### src/rtl/lsu_pkg.sv
// Shared types and constants for the load/store unit controller.
// State encoding, RV32 funct3 decode, byte-lane mask constants.
package lsu_pkg;

    typedef enum logic [1:0] {StIdle, StReq, StWait, StResp} lsu_state_e;

    localparam logic [2:0] F3_LB  = 3'b000;
    localparam logic [2:0] F3_LH  = 3'b001;
    localparam logic [2:0] F3_LW  = 3'b010;
    localparam logic [2:0] F3_LBU = 3'b100;
    localparam logic [2:0] F3_LHU = 3'b101;
    localparam logic [2:0] F3_SB  = 3'b000;
    localparam logic [2:0] F3_SH  = 3'b001;
    localparam logic [2:0] F3_SW  = 3'b010;

    localparam logic [1:0] SZ_BYTE = 2'b00;
    localparam logic [1:0] SZ_HALF = 2'b01;
    localparam logic [1:0] SZ_WORD = 2'b10;

    localparam logic [7:0] MASK_BYTE  = 8'h01;
    localparam logic [7:0] MASK_HALF  = 8'h03;
    localparam logic [7:0] MASK_WORD  = 8'h0F;
    localparam logic [7:0] MASK_LANES = 8'h0F;

    function automatic logic funct3_legal(input logic wen, input logic [2:0] funct3);
        if (wen) begin
            return funct3 inside {F3_SB, F3_SH, F3_SW};
        end
        return funct3 inside {F3_LB, F3_LH, F3_LW, F3_LBU, F3_LHU};
    endfunction

    function automatic logic is_misaligned(input logic [2:0] funct3, input logic [1:0] off);
        return ((funct3[1:0] == SZ_HALF) && (off == 2'd3)) ||
               ((funct3[1:0] == SZ_WORD) && (off != 2'd0));
    endfunction

endpackage

### src/rtl/lsu_ctrl_if.sv
// Handshake bundle for lsu_ctrl: EXU request, data-memory port, WBU result.
// The slave modport is the LSU side; master is the surrounding pipeline/memory.
interface lsu_ctrl_if;
    logic        in_valid;
    logic        in_ready;
    logic        in_wen;
    logic [2:0]  in_funct3;
    logic [31:0] in_addr;
    logic [31:0] in_wdata;
    logic        mem_req_valid;
    logic        mem_req_ready;
    logic        mem_wen;
    logic [31:0] mem_addr;
    logic [31:0] mem_wdata;
    logic [7:0]  mem_wmask;
    logic        mem_resp_valid;
    logic [31:0] mem_rdata;
    logic        out_valid;
    logic        out_ready;
    logic [31:0] out_rdata;
    logic        out_err;

    modport slave (
        input  in_valid, in_wen, in_funct3, in_addr, in_wdata,
        input  mem_req_ready, mem_resp_valid, mem_rdata, out_ready,
        output in_ready, mem_req_valid, mem_wen, mem_addr, mem_wdata, mem_wmask,
        output out_valid, out_rdata, out_err
    );

    modport master (
        output in_valid, in_wen, in_funct3, in_addr, in_wdata,
        output mem_req_ready, mem_resp_valid, mem_rdata, out_ready,
        input  in_ready, mem_req_valid, mem_wen, mem_addr, mem_wdata, mem_wmask,
        input  out_valid, out_rdata, out_err
    );
endinterface

### src/rtl/lsu_lane.sv
// Byte-lane datapath: store mask/data shift into the word, load shift and extend.
// Bytes shifted out past lane 3 are simply lost (zero-filled on loads).
module lsu_lane
    import lsu_pkg::*;
(
    input  logic [1:0]  st_size_i,
    input  logic [1:0]  st_off_i,
    input  logic [31:0] st_wdata_i,
    output logic [7:0]  st_wmask_o,
    output logic [31:0] st_wdata_o,
    input  logic [2:0]  ld_funct3_i,
    input  logic [1:0]  ld_off_i,
    input  logic [31:0] ld_rdata_i,
    output logic [31:0] ld_data_o
);

    logic [31:0] ld_word;

    always_comb begin
        st_wmask_o = MASK_WORD;
        case (st_size_i)
            SZ_BYTE: st_wmask_o = (MASK_BYTE << st_off_i) & MASK_LANES;
            SZ_HALF: st_wmask_o = (MASK_HALF << st_off_i) & MASK_LANES;
            default: st_wmask_o = MASK_WORD;
        endcase
        st_wdata_o = st_wdata_i << {st_off_i, 3'b000};

        ld_word   = ld_rdata_i >> {ld_off_i, 3'b000};
        ld_data_o = ld_word;
        case (ld_funct3_i)
            F3_LB:   ld_data_o = {{24{ld_word[7]}}, ld_word[7:0]};
            F3_LH:   ld_data_o = {{16{ld_word[15]}}, ld_word[15:0]};
            F3_LBU:  ld_data_o = {24'h0, ld_word[7:0]};
            F3_LHU:  ld_data_o = {16'h0, ld_word[15:0]};
            default: ld_data_o = ld_word;
        endcase
    end

endmodule

### src/rtl/lsu_ctrl.sv
// Load/store unit controller, single outstanding access, IDLE->REQ->WAIT->RESP.
// Define LSU_MISALIGN_EN to reject misaligned half/word accesses with out_err.
module lsu_ctrl
    import lsu_pkg::*;
#(
    parameter int unsigned RESP_TIMEOUT = 255
) (
    input logic       clk,
    input logic       rst,
    lsu_ctrl_if.slave bus
);

    lsu_state_e  state_q;
    logic        wen_q;
    logic [2:0]  funct3_q;
    logic [1:0]  off_q;
    logic [7:0]  cnt_q;

    logic [7:0]  st_wmask;
    logic [31:0] st_wdata;
    logic [31:0] ld_data;
    logic        reject;

`ifdef LSU_MISALIGN_EN
    assign reject = !funct3_legal(bus.in_wen, bus.in_funct3) ||
                    is_misaligned(bus.in_funct3, bus.in_addr[1:0]);
`else
    assign reject = !funct3_legal(bus.in_wen, bus.in_funct3);
`endif

    lsu_lane u_lane (
        .st_size_i   (bus.in_funct3[1:0]),
        .st_off_i    (bus.in_addr[1:0]),
        .st_wdata_i  (bus.in_wdata),
        .st_wmask_o  (st_wmask),
        .st_wdata_o  (st_wdata),
        .ld_funct3_i (funct3_q),
        .ld_off_i    (off_q),
        .ld_rdata_i  (bus.mem_rdata),
        .ld_data_o   (ld_data)
    );

    always_ff @(posedge clk) begin
        if (rst) begin
            state_q           <= StIdle;
            wen_q             <= 1'b0;
            funct3_q          <= 3'b000;
            off_q             <= 2'b00;
            cnt_q             <= 8'd0;
            bus.in_ready      <= 1'b1;
            bus.mem_req_valid <= 1'b0;
            bus.mem_wen       <= 1'b0;
            bus.mem_addr      <= 32'h0;
            bus.mem_wdata     <= 32'h0;
            bus.mem_wmask     <= 8'h00;
            bus.out_valid     <= 1'b0;
            bus.out_rdata     <= 32'h0;
            bus.out_err       <= 1'b0;
        end else begin
            unique case (state_q)
                StIdle: begin
                    if (bus.in_valid) begin
                        bus.in_ready <= 1'b0;
                        wen_q        <= bus.in_wen;
                        funct3_q     <= bus.in_funct3;
                        off_q        <= bus.in_addr[1:0];
                        if (reject) begin
                            // Rejected accesses never touch memory.
                            state_q       <= StResp;
                            bus.out_valid <= 1'b1;
                            bus.out_err   <= 1'b1;
                            bus.out_rdata <= 32'h0;
                        end else begin
                            state_q           <= StReq;
                            bus.mem_req_valid <= 1'b1;
                            bus.mem_wen       <= bus.in_wen;
                            bus.mem_addr      <= {bus.in_addr[31:2], 2'b00};
                            bus.mem_wdata     <= bus.in_wen ? st_wdata : 32'h0;
                            bus.mem_wmask     <= bus.in_wen ? st_wmask : 8'h00;
                        end
                    end
                end
                StReq: begin
                    if (bus.mem_req_ready) begin
                        state_q           <= StWait;
                        bus.mem_req_valid <= 1'b0;
                        cnt_q             <= 8'd0;
                    end
                end
                StWait: begin
                    // A response in the final allowed cycle still wins over the timeout.
                    if (bus.mem_resp_valid) begin
                        state_q       <= StResp;
                        bus.out_valid <= 1'b1;
                        bus.out_err   <= 1'b0;
                        bus.out_rdata <= wen_q ? 32'h0 : ld_data;
                    end else if (cnt_q == 8'(RESP_TIMEOUT - 1)) begin
                        state_q       <= StResp;
                        bus.out_valid <= 1'b1;
                        bus.out_err   <= 1'b1;
                        bus.out_rdata <= 32'h0;
                    end else begin
                        cnt_q <= cnt_q + 8'd1;
                    end
                end
                StResp: begin
                    if (bus.out_ready) begin
                        state_q       <= StIdle;
                        bus.out_valid <= 1'b0;
                        bus.out_err   <= 1'b0;
                        bus.out_rdata <= 32'h0;
                        bus.in_ready  <= 1'b1;
                    end
                end
                default: state_q <= StIdle;
            endcase
        end
    end

endmodule

### src/flat_wrapper.sv
// flat-port wrapper written by rule: the top's interface ports become plain ports
module lsu_ctrl_flat import lsu_pkg::*;
#(
    parameter int unsigned RESP_TIMEOUT = 255
)
  (clk, rst, bus_in_valid, bus_in_wen, bus_in_funct3, bus_in_addr, bus_in_wdata, bus_mem_req_ready, bus_mem_resp_valid, bus_mem_rdata, bus_out_ready, bus_in_ready, bus_mem_req_valid, bus_mem_wen, bus_mem_addr, bus_mem_wdata, bus_mem_wmask, bus_out_valid, bus_out_rdata, bus_out_err);
  lsu_ctrl_if bus_i ();
  input logic clk;
  input logic rst;
  input wire logic [$bits(bus_i.in_valid)-1:0] bus_in_valid;
  input wire logic [$bits(bus_i.in_wen)-1:0] bus_in_wen;
  input wire logic [$bits(bus_i.in_funct3)-1:0] bus_in_funct3;
  input wire logic [$bits(bus_i.in_addr)-1:0] bus_in_addr;
  input wire logic [$bits(bus_i.in_wdata)-1:0] bus_in_wdata;
  input wire logic [$bits(bus_i.mem_req_ready)-1:0] bus_mem_req_ready;
  input wire logic [$bits(bus_i.mem_resp_valid)-1:0] bus_mem_resp_valid;
  input wire logic [$bits(bus_i.mem_rdata)-1:0] bus_mem_rdata;
  input wire logic [$bits(bus_i.out_ready)-1:0] bus_out_ready;
  output wire logic [$bits(bus_i.in_ready)-1:0] bus_in_ready;
  output wire logic [$bits(bus_i.mem_req_valid)-1:0] bus_mem_req_valid;
  output wire logic [$bits(bus_i.mem_wen)-1:0] bus_mem_wen;
  output wire logic [$bits(bus_i.mem_addr)-1:0] bus_mem_addr;
  output wire logic [$bits(bus_i.mem_wdata)-1:0] bus_mem_wdata;
  output wire logic [$bits(bus_i.mem_wmask)-1:0] bus_mem_wmask;
  output wire logic [$bits(bus_i.out_valid)-1:0] bus_out_valid;
  output wire logic [$bits(bus_i.out_rdata)-1:0] bus_out_rdata;
  output wire logic [$bits(bus_i.out_err)-1:0] bus_out_err;
  assign bus_i.in_valid = bus_in_valid;
  assign bus_i.in_wen = bus_in_wen;
  assign bus_i.in_funct3 = bus_in_funct3;
  assign bus_i.in_addr = bus_in_addr;
  assign bus_i.in_wdata = bus_in_wdata;
  assign bus_i.mem_req_ready = bus_mem_req_ready;
  assign bus_i.mem_resp_valid = bus_mem_resp_valid;
  assign bus_i.mem_rdata = bus_mem_rdata;
  assign bus_i.out_ready = bus_out_ready;
  assign bus_in_ready = bus_i.in_ready;
  assign bus_mem_req_valid = bus_i.mem_req_valid;
  assign bus_mem_wen = bus_i.mem_wen;
  assign bus_mem_addr = bus_i.mem_addr;
  assign bus_mem_wdata = bus_i.mem_wdata;
  assign bus_mem_wmask = bus_i.mem_wmask;
  assign bus_out_valid = bus_i.out_valid;
  assign bus_out_rdata = bus_i.out_rdata;
  assign bus_out_err = bus_i.out_err;
  lsu_ctrl #(.RESP_TIMEOUT(RESP_TIMEOUT)) u_core (.clk(clk), .rst(rst), .bus(bus_i));
endmodule
### config.mk
export PLATFORM = sky130hd
export DESIGN_NAME = lsu_ctrl_flat
export DESIGN_NICKNAME = d
export VERILOG_FILES = /design/src/rtl/lsu_pkg.sv /design/src/rtl/lsu_ctrl_if.sv /design/src/rtl/lsu_lane.sv /design/src/rtl/lsu_ctrl.sv /design/src/flat_wrapper.sv
export SDC_FILE = /design/constraint.sdc
export NUM_CORES = 1
export LEC_CHECK = 0
export BUFFER_PORTS_ARGS = -buffer_cell sky130_fd_sc_hd__buf_4
export CORE_MARGIN = 5
export CORE_UTILIZATION = 49
export CTS_CLUSTER_SIZE = 40
export DETAILED_ROUTE_END_ITERATION = 6
export PLACE_DENSITY_LB_ADDON = 0.08
export SLEW_MARGIN = 20
export SYNTH_ARGS = -nofsm -noshare
export SYNTH_HDL_FRONTEND = slang
export SYNTH_SLANG_ARGS = --single-unit
export TNS_END_PERCENT = 20
### constraint.sdc
create_clock -name clk -period 2.3 [get_ports clk]
set_input_delay 0.23 -clock clk [delete_from_list [all_inputs] [get_ports clk]]
set_output_delay 0.23 -clock clk [all_outputs]
set_load 0.02 [all_outputs]
==> results of run 1 <==
==> tightest hold or removal path: cells and delay by family <==
family	cells	cell delay, ps
buffers and inverters	1	110
AND/OR/NAND/NOR	1	50
AO/OA/AOI/OAI	1	50
==> state kept, by name, summed over array words and instances, names as in the netlist <==
| name | cells |
|---|---|
| u_core.cnt_q | 8 |
| u_core.state_q | 2 |
| u_core.bus.out_valid | 1 |
| u_core.bus.mem_wmask | 4 |
| u_core.bus.out_err | 1 |
| u_core.funct3_q | 3 |
| u_core.wen_q | 1 |
| u_core.off_q | 2 |
| u_core.bus.mem_wen | 1 |
| u_core.bus.mem_wdata | 32 |
| u_core.bus.mem_req_valid | 1 |
| u_core.bus.out_rdata | 32 |
| u_core.bus.mem_addr | 30 |
| u_core.bus.in_ready | 1 |
==> power breakdown <==
| part | total [uW] | internal, uW | switching (uW) |
|---|---|---|---|
| Clock | 2890 | 1960 | 938 |
| Combinational | 2700 | 1080 | 1620 |
| Sequential | 2550 | 2370 | 186 |
==> Yosys cell counts (2+ instances only) <==
cell type / instances
a21oi_1: 125
nand2_1: 124
dfxtp_1: 119
nor2_1: 49
a22oi_1: 34
mux2i_1: 32
o21ai_0: 30
clkbuf_1: 26
buf_2: 22
mux2_2: 17
nand3_1: 16
inv_1: 9
nor2b_1: 8
buf_4: 7
ha_1: 7
nand2b_1: 7
o2111ai_1: 7
a211oi_1: 3
and2_1: 3
xnor2_1: 3
a21boi_1: 2
a31o_2: 2
buf_6: 2
nand4_1: 2
o21ai_1: 2
==> routing by layer <==
layer  GRT usage  part of all wire
met5           0                 0
met4     0.09281             0.025
met3     0.09347             0.095
met2      0.4231              0.48
met1      0.2938              0.40
==> through the flow <==
stage | setup slack, ps | util | area, um2
floorplan | 475.2 | - | 5529
global placement | 353.3 | 0.6551 | 7164
detailed placement | 230.2 | 0.6551 | 7164
CTS | 193.1 | 0.7143 | 7811
global route | 36.31 | 0.7145 | 7814
finish | 161.7 | 0.7145 | 7814
==> cell usage in the layout, fill, tap and decap left out, drive strengths merged, types with 2 or more instances in the layout <==
cell type | synthesis | layout
dfxtp | 119 | 119
a21boi | 2 | 2
nand2 | 124 | 124
conb | 1 | 6
bufinv | 0 | 5
mux2i | 32 | 32
xnor2 | 3 | 3
clkinv | 1 | 4
nor2 | 50 | 50
clkbuf | 26 | 21
o2111ai | 8 | 8
clkinvlp | 0 | 2
a31o | 2 | 2
a211oi | 3 | 3
nor2b | 8 | 8
nand2b | 7 | 7
ha | 7 | 7
inv | 9 | 10
a21oi | 125 | 125
nand3 | 16 | 16
o21ai | 33 | 33
a22oi | 34 | 34
buf | 31 | 227
nand4 | 3 | 3
mux2 | 17 | 17
and2 | 3 | 3
==> layout make-up <==
class                   instances  area share
well taps                     140     0.02242
repair buffers                227      0.2213
multi-input cells             493      0.3638
clock buffers                  21     0.05765
inverters                      10    0.004804
clock inverters                11     0.02514
flip-flops and latches        119      0.3049
==> cells by family after synthesis <==
logic type	count (synthesis)	synth area share
AOI/OAI and AO/OA	210	0.2198
xor gates and xnor gates	3	0.004769
adders and majority gates	7	0.01589
buffers and inverters	67	0.05813
DFF	119	0.4323
muxes	50	0.09696
other	1	0.0006805
and+or+nand+nor	217	0.1714
==> timing repair <==
item / in CTS / in global routing
endpoints found under the hold margin: 0 / 0
endpoints found under the setup margin: 0 / 3
gates resized for setup: 0 / 1
==> how the worst max path moves through the flow <==
stage	start	endpoint	slack [ps]	cells after the start
after CTS	u_core.state_q[0]	u_core.bus.mem_wdata[10]	190	7
final	u_core.state_q[0]	u_core.bus.out_rdata[11]	160	8
after global routing	u_core.state_q[0]	u_core.cnt_q[5]	40	7
after global placement	u_core.state_q[0]	u_core.cnt_q[5]	350	7
after floorplan	u_core.state_q[0]	u_core.bus.mem_wdata[10]	480	10
after detailed placement	u_core.state_q[0]	u_core.cnt_q[5]	230	7
==> metrics.md, run 1 <==
| Metric | Value |
|---|---|
| Status | complete, no violations |
| CP Launch Type | flop |
| Routed WL | 17.34 mm |
| Yosys top cell by area | dfxtp_1 |
| Synthesis-to-layout area growth | 41.80% |
| Total clock buffers created by CTS | 17 |
| Power Total | 8150 uW |
| Worst slew margin relative to its limit | 0.4075 |
| Critical path fanouts, max | 34 |
| Worst Skew | approximately 6.7 ps |
| TritonCTS clock tree | built |
| Port Buffer Count | about 210 |
| Fillers | 863 |
| Sum Neg Setup Slack | 0 ps |
| DRT iter0 DRCs | 388 |
| Global-route wire length before repair | 26.72 mm |
| Core area | 0.01094 mm2 |
| Buf+Inv Stages, Crit Path | 2 |
| Hold Violations, Final | 0 |
| Crit end category | flop |
| Synth async-reset ratio | 0 |
| Slowest cell on the critical path | dfxtp_1 |
| DRT Pass-1 Iters | 5 |
| Seq cells post-synth | 119 |
| R2R Path End | u_core.bus.out_rdata[11] |
| Total GRT Usage | 0.2517 |
| Worst Hold Class | input pin to flop |
| R2R Setup Slk | around 160 ps |
| Ys flop type | dfxtp_1 |
| Non-filler cells, final | 1021 |
| Postcts setup bufs | 0 |
| Seq. cell area | 0.002382 mm2 |
| Crit path required time | 2620 ps |
| Synth warnings | 0 |
| Clk sinks | 119 |
| Die Width | 116.0 um |
| Initial Util | 0.5039 |
| Slew Viols, Final | 0 |
| Synthesized area | 0.005510 mm2 |
| # placed instances | 989 |
| Hold Crit Depth | 3 |
| Clock Latency Late Sink | 410 ps |
| Synth top area share | 0.4323 |
| Die H | between 100 and 150 um |
| Row cnt | 38 |
| Overflow after GRT | 0 |
| Crit Path Category | flop to flop |
| FF-to-FF path depth | 8 |
| Mapped Cells | 674 |
| Pwr dens | roughly 1000 mW/mm2 |
| Seq/Total Area, Yosys | 0.4323 |
| Critical path, cell by cell | inv_1 > ha_1 > nand2b_1 > a21boi_1 > and4b_1 > buf_12 > nand3_1 > a21oi_1 |
| DIE AREA | ~0.013 mm2 |
| CTS root buf | clkbuf_16 |
| Vias in the first global route | about 5500 |
| Via density per instance | between 5 and 6 |
| Leakage power | 0.003342 uW |
| Ratio of cells with drive above 1 in the final layout | 0.3246 |
| Largest net degree at the start of global routing | 85 |
| CTS Hold Buffers Added | 0 |
| Post-DP HPWL | between 10 and 15 mm |
| Max incr delay on CP | 390 ps |
| Fin crit share | 0.9297 |
| RSZ-0062 raised after global routing | no |
| Hold path endpoint | u_core.bus.mem_addr[24] |
| Synth area leaders | dfxtp_1, a21oi_1, nand2_1 |
| Worst path arrival time | 2460 ps |
| Vias post-DR | 5628 |
| CTS Buffer Depth | 2 |
| Max Cap Viol | 0 |
| Post-DR wirelength/cell | roughly 17 um |
| Antenna-violating nets left | 0 |
| Diodes inserted | 0 |
| Fmax | 467.7 MHz |
| Synthesized area per cell | 8.175 um2 |
| Final Wtd Congestion | 0.8753 |
| Antenna violations before repair | 0 |
| Worst hold slack | about 65 ps |
| Area of the multi-input gates | roughly 0.0028 mm2 |
| Number of flops mapped to enable cells by yosys | 0 |
| Final net count | 981 |
| Slew @ Worst Pin | 888.8 ps |
| Worst r2r src | u_core.state_q[0] |
| VDD IR max | about 0.9 mV |
| DRC | 0 |
| IO Pins | roughly 220 |
| Synth cell types | 41 |
| Crit path time final | approximately 2100 ps |
| H-tree depth | 4 |
| Hold Startpoint | bus_in_addr[24] |
| Worst-path clk slew | 60 ps |
| Final Setup Violations | 0 |
| Cell family with most CP delay | simple AND/OR/NAND/NOR gates |
No activity file was read; power rests on OpenSTA's default activity.
==> run 2, diff against run 1 <==
CAP_MARGIN = 20   (was unset)
RECOVER_POWER = 50   (was unset)
==> metrics.md, run 2 (synthesis results as in run 1) <==
| Metric | Value |
|---|---|
| Routed WL | 17.26 mm (was 17.34 mm) |
| Clock Latency Late Sink | 410 ps (about the same) |
| Slew Viols, Final | 0 (unchanged) |
| Status | complete, no violations (unchanged) |
| Crit path required time | 2620 ps (about the same) |
| DRT iter0 DRCs | 422 (was 388) |
| Max incr delay on CP | 390 ps (about the same) |
| Core area | 0.01094 mm2 (unchanged) |
| Vias in the first global route | 5464 (unchanged) |
| DRT Pass-1 Iters | 5 (unchanged) |
| Hold path endpoint | u_core.bus.mem_addr[18] (was u_core.bus.mem_addr[24]) |
| Non-filler cells, final | 1021 (unchanged) |
| Initial Util | 0.5039 (unchanged) |
| DRC | 0 (unchanged) |
| CP Launch Type | flop (unchanged) |
| Fmax | 472.4 MHz (was 467.7 MHz) |
| Fillers | 974 (was 863) |
| Synthesis-to-layout area growth | 34.79% (was 41.80%) |
| Worst-path clk slew | 60 ps (about the same) |
| Commonest non-fill, non-tap cell in the layout | a21oi_1 (was buf_4) |
| Overflow after GRT | 0 (unchanged) |
| Antenna violations before repair | 0 (unchanged) |
| R2R Setup Slk | 180 ps (was 160 ps) |
| Postcts setup bufs | 0 (unchanged) |
| Final net count | 981 (unchanged) |
| DIE AREA | 0.01347 mm2 (unchanged) |
| RSZ-0062 raised after global routing | no (unchanged) |
| Sum Neg Setup Slack | 0 ps (unchanged) |
| Leakage power | 0.002912 uW (was 0.003342 uW) |
| Seq. cell area | 0.002382 mm2 (unchanged) |
| Total clock buffers created by CTS | 17 (unchanged) |
| Die Width | 116.0 um (unchanged) |
| Max Cap Viol | 0 (unchanged) |
| Area of the multi-input gates | 0.002843 mm2 (unchanged) |
| Via density per instance | 5.508 (was 5.512) |
| Crit end category | flop (unchanged) |
| Die H | 116.0 um (unchanged) |
| Crit Path Category | flop to flop (unchanged) |
| H-tree depth | 4 (unchanged) |
| Top Registers | u_core.bus.mem_wdata x32, u_core.bus.out_rdata x32, u_core.bus.mem_addr x30 (unchanged) |
| Post-layout instance area | 0.007427 mm2 (was 0.007814 mm2) |
| CTS root buf | clkbuf_16 (unchanged) |
| TritonCTS clock tree | built (unchanged) |
| VDD IR max | 0.8159 mV (was 0.9037 mV) |
| Ratio of cells with drive above 1 in the final layout | 0.2077 (was 0.3246) |
| Hold Startpoint | bus_in_addr[18] (was bus_in_addr[24]) |
| Post-DR wirelength/cell | 16.90 um (was 16.99 um) |
| Slowest cell on the critical path | dfxtp_1 (unchanged) |
| Commonest non-fill, non-tap cells in the layout | a21oi_1, nand2_1, buf_4, dfxtp_1, clkbuf_1 (was buf_4, a21oi_1, nand2_1, dfxtp_1, nor2_1) |
| Critical path, cell by cell | inv_1 > ha_1 > nand2b_1 > a21boi_1 > and4b_1 > buf_12 > nand3_1 > a21oi_1 (unchanged) |
| CTS Buffer Depth | 2 (unchanged) |
| Worst slew margin relative to its limit | 0.4108 (was 0.4075) |
| Total GRT Usage | 0.2517 (unchanged) |
| Power Total | 7943 uW (was 8150 uW) |
| FF-to-FF path depth | 8 (unchanged) |
| Final Setup Violations | 0 (unchanged) |
| Hold Violations, Final | 0 (unchanged) |
| # placed instances | 989 (unchanged) |
| Antenna-violating nets left | 0 (unchanged) |
| Largest net degree at the start of global routing | 85 (unchanged) |
| Pwr dens | 1069 mW/mm2 (was 1043 mW/mm2) |
| Worst path arrival time | 2430 ps (was 2460 ps) |
| Setup ws final | 183.3 ps (was 161.7 ps) |
| Vias post-DR | 5624 (was 5628) |
| Crit path time final | 2117 ps (was 2138 ps) |
| Port Buffer Count | 208 (unchanged) |
| Critical path fanouts, max | 34 (unchanged) |
| R2R Path End | u_core.bus.out_rdata[11] (unchanged) |
| Worst Skew | 9.019 ps (was 6.705 ps) |
| Slew @ Worst Pin | 883.8 ps (was 888.8 ps) |
| Pre-CTS WS | 230.2 ps (unchanged) |
| Final Wtd Congestion | 0.8753 (unchanged) |
| Worst Hold Class | input pin to flop (unchanged) |
| IO Pins | 215 (unchanged) |
| Clk sinks | 119 (unchanged) |
| Hold Crit Depth | 3 (unchanged) |
| Diodes inserted | 0 (unchanged) |
| Global-route wire length before repair | 26.72 mm (unchanged) |
| Post-DP HPWL | 12.51 mm (unchanged) |
| Fin crit share | 0.9203 (was 0.9297) |
| Row cnt | 38 (unchanged) |
| Worst r2r src | u_core.state_q[0] (unchanged) |
| Placed cell area | 0.007164 mm2 (unchanged) |
==> run 2: cell types whose count changed in the layout (fill, tap and decap cells not counted), sizes merged <==
cell,previous run,this run
buf,227,124
clkbuf,21,124
==> run 2: how the worst max path moves through the flow <==
stage,from,to,slack [ps],cells after the start
after floorplan,u_core.state_q[0],u_core.bus.mem_wdata[10],480,10
after global routing,u_core.state_q[0],u_core.cnt_q[5],40,7
after detailed placement,u_core.state_q[0],u_core.cnt_q[5],230,7
final,u_core.state_q[0],u_core.bus.out_rdata[11],180,8
after CTS,u_core.state_q[0],u_core.bus.mem_wdata[10],190,7
after global placement,u_core.state_q[0],u_core.cnt_q[5],350,7
==> run 2: worst max-delay path, delay by kind of cell (launching register included) <==
| family | cells | cell delay, ps |
|---|---|---|
| and+or+nand+nor | 3 | 530 |
| buffers and inverters | 2 | 300 |
| AOI/OAI and AO/OA | 2 | 510 |
| adders and majority gates | 1 | 270 |
| DFF | 1 | 390 |
==> run 2: power by group <==
| part | total (uW) | leakage (uW) | switching (uW) | internal [uW] |
|---|---|---|---|---|
| combinational | 2500 | 0.00164 | 1620 | 882 |
| clock | 2890 | 0.000308 | 939 | 1960 |
| sequential | 2550 | 0.000969 | 181 | 2370 |
==> run 2: layout make-up <==
cell class / count / share of cell area
clock buffer: 21 / 0.06065
clock inverter: 11 / 0.02645
multi-input combinational: 493 / 0.3827
tap: 140 / 0.02358
inverter: 10 / 0.005054
timing repair buffer: 227 / 0.1808
sequential: 119 / 0.3208
==> run 2: through the flow <==
step                      utilization  hold slack, ps
after detailed placement       0.6551           446.8
final                          0.6792           63.60
after CTS                      0.7143           50.83
after global placement         0.6551           442.3
after floorplan                     -           366.0
after global routing           0.6792           53.33
==> run 2: routing by layer <==
layer / wire (um) / up-vias / GRT usage / share of wire
li1: - / 2723 / - / -
met1: 6874 / 2627 / 0.2938 / 0.40
met2: 8348 / 237 / 0.4231 / 0.48
met3: 1592 / 37 / 0.09347 / 0.092
met4: 444 / 0 / 0.09281 / 0.026
met5: 0 / - / 0 / 0
==> run 2: timing repair <==
| action | CTS | global route |
|---|---|---|
| resized for setup | 0 | 1 |
| hold buffers | 0 | 0 |
| setup endpoints to repair | 0 | 3 |
==> run 3, diff against run 2 <==
--- a/config.mk
+++ b/config.mk
@@ -8,5 +8,4 @@
 export BUFFER_PORTS_ARGS = -buffer_cell sky130_fd_sc_hd__buf_4
 export CAP_MARGIN = 20
-export CORE_MARGIN = 5
 export CORE_UTILIZATION = 49
 export CTS_CLUSTER_SIZE = 40
==> constraint.sdc (replaced) <==
create_clock -name clk -period 2.3 [get_ports clk]
set_input_delay 0.46 -clock clk [delete_from_list [all_inputs] [get_ports clk]]
set_output_delay 0.46 -clock clk [all_outputs]
set_load 0.02 [all_outputs]
==> metrics.md, run 3 (synthesis results as in run 1) <==
| Metric | Value |
|---|---|
| Status | complete, no violations (unchanged) |
| Fin crit share | 0.9166 (was 0.9203) |
| Crit end category | flop (unchanged) |
| DRC | 0 (unchanged) |
| Post-DR wirelength/cell | 16.15 um (was 16.90 um) |
| Worst hold slack | 177.0 ps (was 63.60 ps) |
| Worst-path clk slew | 60 ps (about the same) |
| Via density per instance | 5.547 (was 5.508) |
| Fmax | 474.4 MHz (was 472.4 MHz) |
| Clock Latency Late Sink | 530 ps (was 410 ps) |
| Hold Violations, Final | 0 (unchanged) |
| Vias in the first global route | 5374 (was 5464) |
| Antenna-violating nets left | 0 (unchanged) |
| Initial Util | 0.5061 (was 0.5039) |
| Crit path required time | 2750 ps (was 2620 ps) |
| DIE AREA | 0.01167 mm2 (was 0.01347 mm2) |
| Overflow after GRT | 0 (unchanged) |
| IO Pins | 215 (unchanged) |
| Row cnt | 38 (unchanged) |
| Met1 GRT Util | 0.3465 (was 0.2938) |
| Die Width | 108.0 um (was 116.0 um) |
| Critical path fanouts, max | 34 (unchanged) |
| Global-route wire length before repair | 25.86 mm (was 26.72 mm) |
| Crit path time final | 2108 ps (was 2117 ps) |
| Port Buffer Count | 208 (unchanged) |
| CTS Buffer Depth | 2 (unchanged) |
| Post-layout instance area | 0.007375 mm2 (was 0.007427 mm2) |
| Routed WL | 16.41 mm (was 17.26 mm) |
| Pwr dens | 1063 mW/mm2 (was 1069 mW/mm2) |
| Vias post-DR | 5636 (was 5624) |
| Sum Neg Setup Slack | 0 ps (unchanged) |
| GR Util met3 | 0.06932 (was 0.09347) |
| Slew @ Worst Pin | 838.2 ps (was 883.8 ps) |
| Ratio of cells with drive above 1 in the final layout | 0.2078 (was 0.2077) |
| CP Launch Type | flop (unchanged) |
| Worst path arrival time | 2560 ps (was 2430 ps) |
| Util after Layout | 0.6773 (was 0.6792) |
| Largest net degree at the start of global routing | 82 (was 85) |
| Grt met2 use | 0.4722 (was 0.4231) |
| CTS root buf | clkbuf_8 (was clkbuf_16) |
| Synthesis-to-layout area growth | 33.83% (was 34.79%) |
| TritonCTS clock tree | built (unchanged) |
| Top Registers | u_core.bus.mem_wdata x32, u_core.bus.out_rdata x32, u_core.bus.mem_addr x30 (unchanged) |
| Crit Path Category | flop to flop (unchanged) |
| Clk sinks | 119 (unchanged) |
| Antenna violations before repair | 0 (unchanged) |
| Placed cell area | 0.007139 mm2 (was 0.007164 mm2) |
| RSZ-0062 raised after global routing | no (unchanged) |
| Diodes inserted | 0 (unchanged) |
| CTS Hold Buffers Added | 0 (unchanged) |
| Worst slew margin relative to its limit | 0.4412 (was 0.4108) |
| Leakage power | 0.002880 uW (was 0.002912 uW) |
| DRT Pass-1 Iters | 6 (was 5) |
| Most used routing layer | met2 (unchanged) |
| Total clock buffers created by CTS | 17 (unchanged) |
| Core area | 0.01089 mm2 (was 0.01094 mm2) |
| Total GRT Usage | 0.2842 (was 0.2517) |
| Max Cap Viol | 0 (unchanged) |
| Die H | 108.0 um (was 116.0 um) |
| VDD IR max | 0.7914 mV (was 0.8159 mV) |
| Worst Hold Class | input pin to flop (unchanged) |
| Slew Viols, Final | 0 (unchanged) |
| Worst Skew | 5.841 ps (was 9.019 ps) |
| Commonest non-fill, non-tap cell in the layout | a21oi_1 (unchanged) |
| Final Setup Violations | 0 (unchanged) |
| H-tree depth | 4 (unchanged) |
| DRT iter0 DRCs | 325 (was 422) |
| Final net count | 976 (was 981) |
| Post-DP HPWL | 11.60 mm (was 12.51 mm) |
| Final Wtd Congestion | 0.8921 (was 0.8753) |
| Commonest non-fill, non-tap cells in the layout | a21oi_1, nand2_1, dfxtp_1, buf_4, clkbuf_1 (was a21oi_1, nand2_1, buf_4, dfxtp_1, clkbuf_1) |
-- run 3: stage by stage --
stage	total power (uW)	setup WS (ps)	cells
after global placement	5189	225.8	984
after global routing	8224	3.830	1016
after floorplan	4310	475.2	679
final	7837	191.9	1016
after CTS	8057	158.2	1016
after detailed placement	5280	161.1	984
-- run 3: routing by layer --
metal,wire [um],vias up
met5,0,-
met4,532,0
met3,1161,41
met2,8001,235
met1,6717,2650
li1,-,2710
-- run 3: path summary, 6_finish.rpt --
kind	startpoint	end	slack [ps]	depth (start not counted)
setup / recovery	u_core.state_q[0]	u_core.bus.out_rdata[5]	190	8
hold / removal	bus_in_addr[3]	u_core.bus.mem_addr[3]	180	3
setup reg to reg	u_core.state_q[0]	u_core.bus.out_rdata[5]	190	8
hold reg to reg	u_core.bus.mem_wmask[3]	u_core.bus.mem_wmask[3]	450	2
-- run 3: what timing repair did --
item / CTS / global route
gates resized for setup: 0 / 2
setup endpoints to repair: 0 / 7
buffers inserted: 0 / 0
-- run 3: layout make-up --
type | count | area, um2
clock buffers | 17 | 414.1
clock inverters | 15 | 201.4
fillers | 995 | 3513
inverters | 10 | 37.54
multi-input cells | 493 | 2846
flip-flops and latches | 119 | 2382
well taps | 140 | 175.2
repair buffers | 222 | 1318
-- run 3: where the power goes --
| part | switching [uW] | internal [uW] | leakage (uW) |
|---|---|---|---|
| clock network | 1010 | 1760 | 0.000295 |
| registers | 191 | 2370 | 0.000969 |
| logic | 1610 | 895 | 0.00162 |
-- run 3: critical path, cell delays in order, from the launching register on --
cell	delay (ps)
dfxtp_1	390
inv_1	110
ha_1	270
nand2b_1	120
a21boi_1	320
and4b_1	300
buf_12	200
o2111ai_1	130
a21oi_1	170
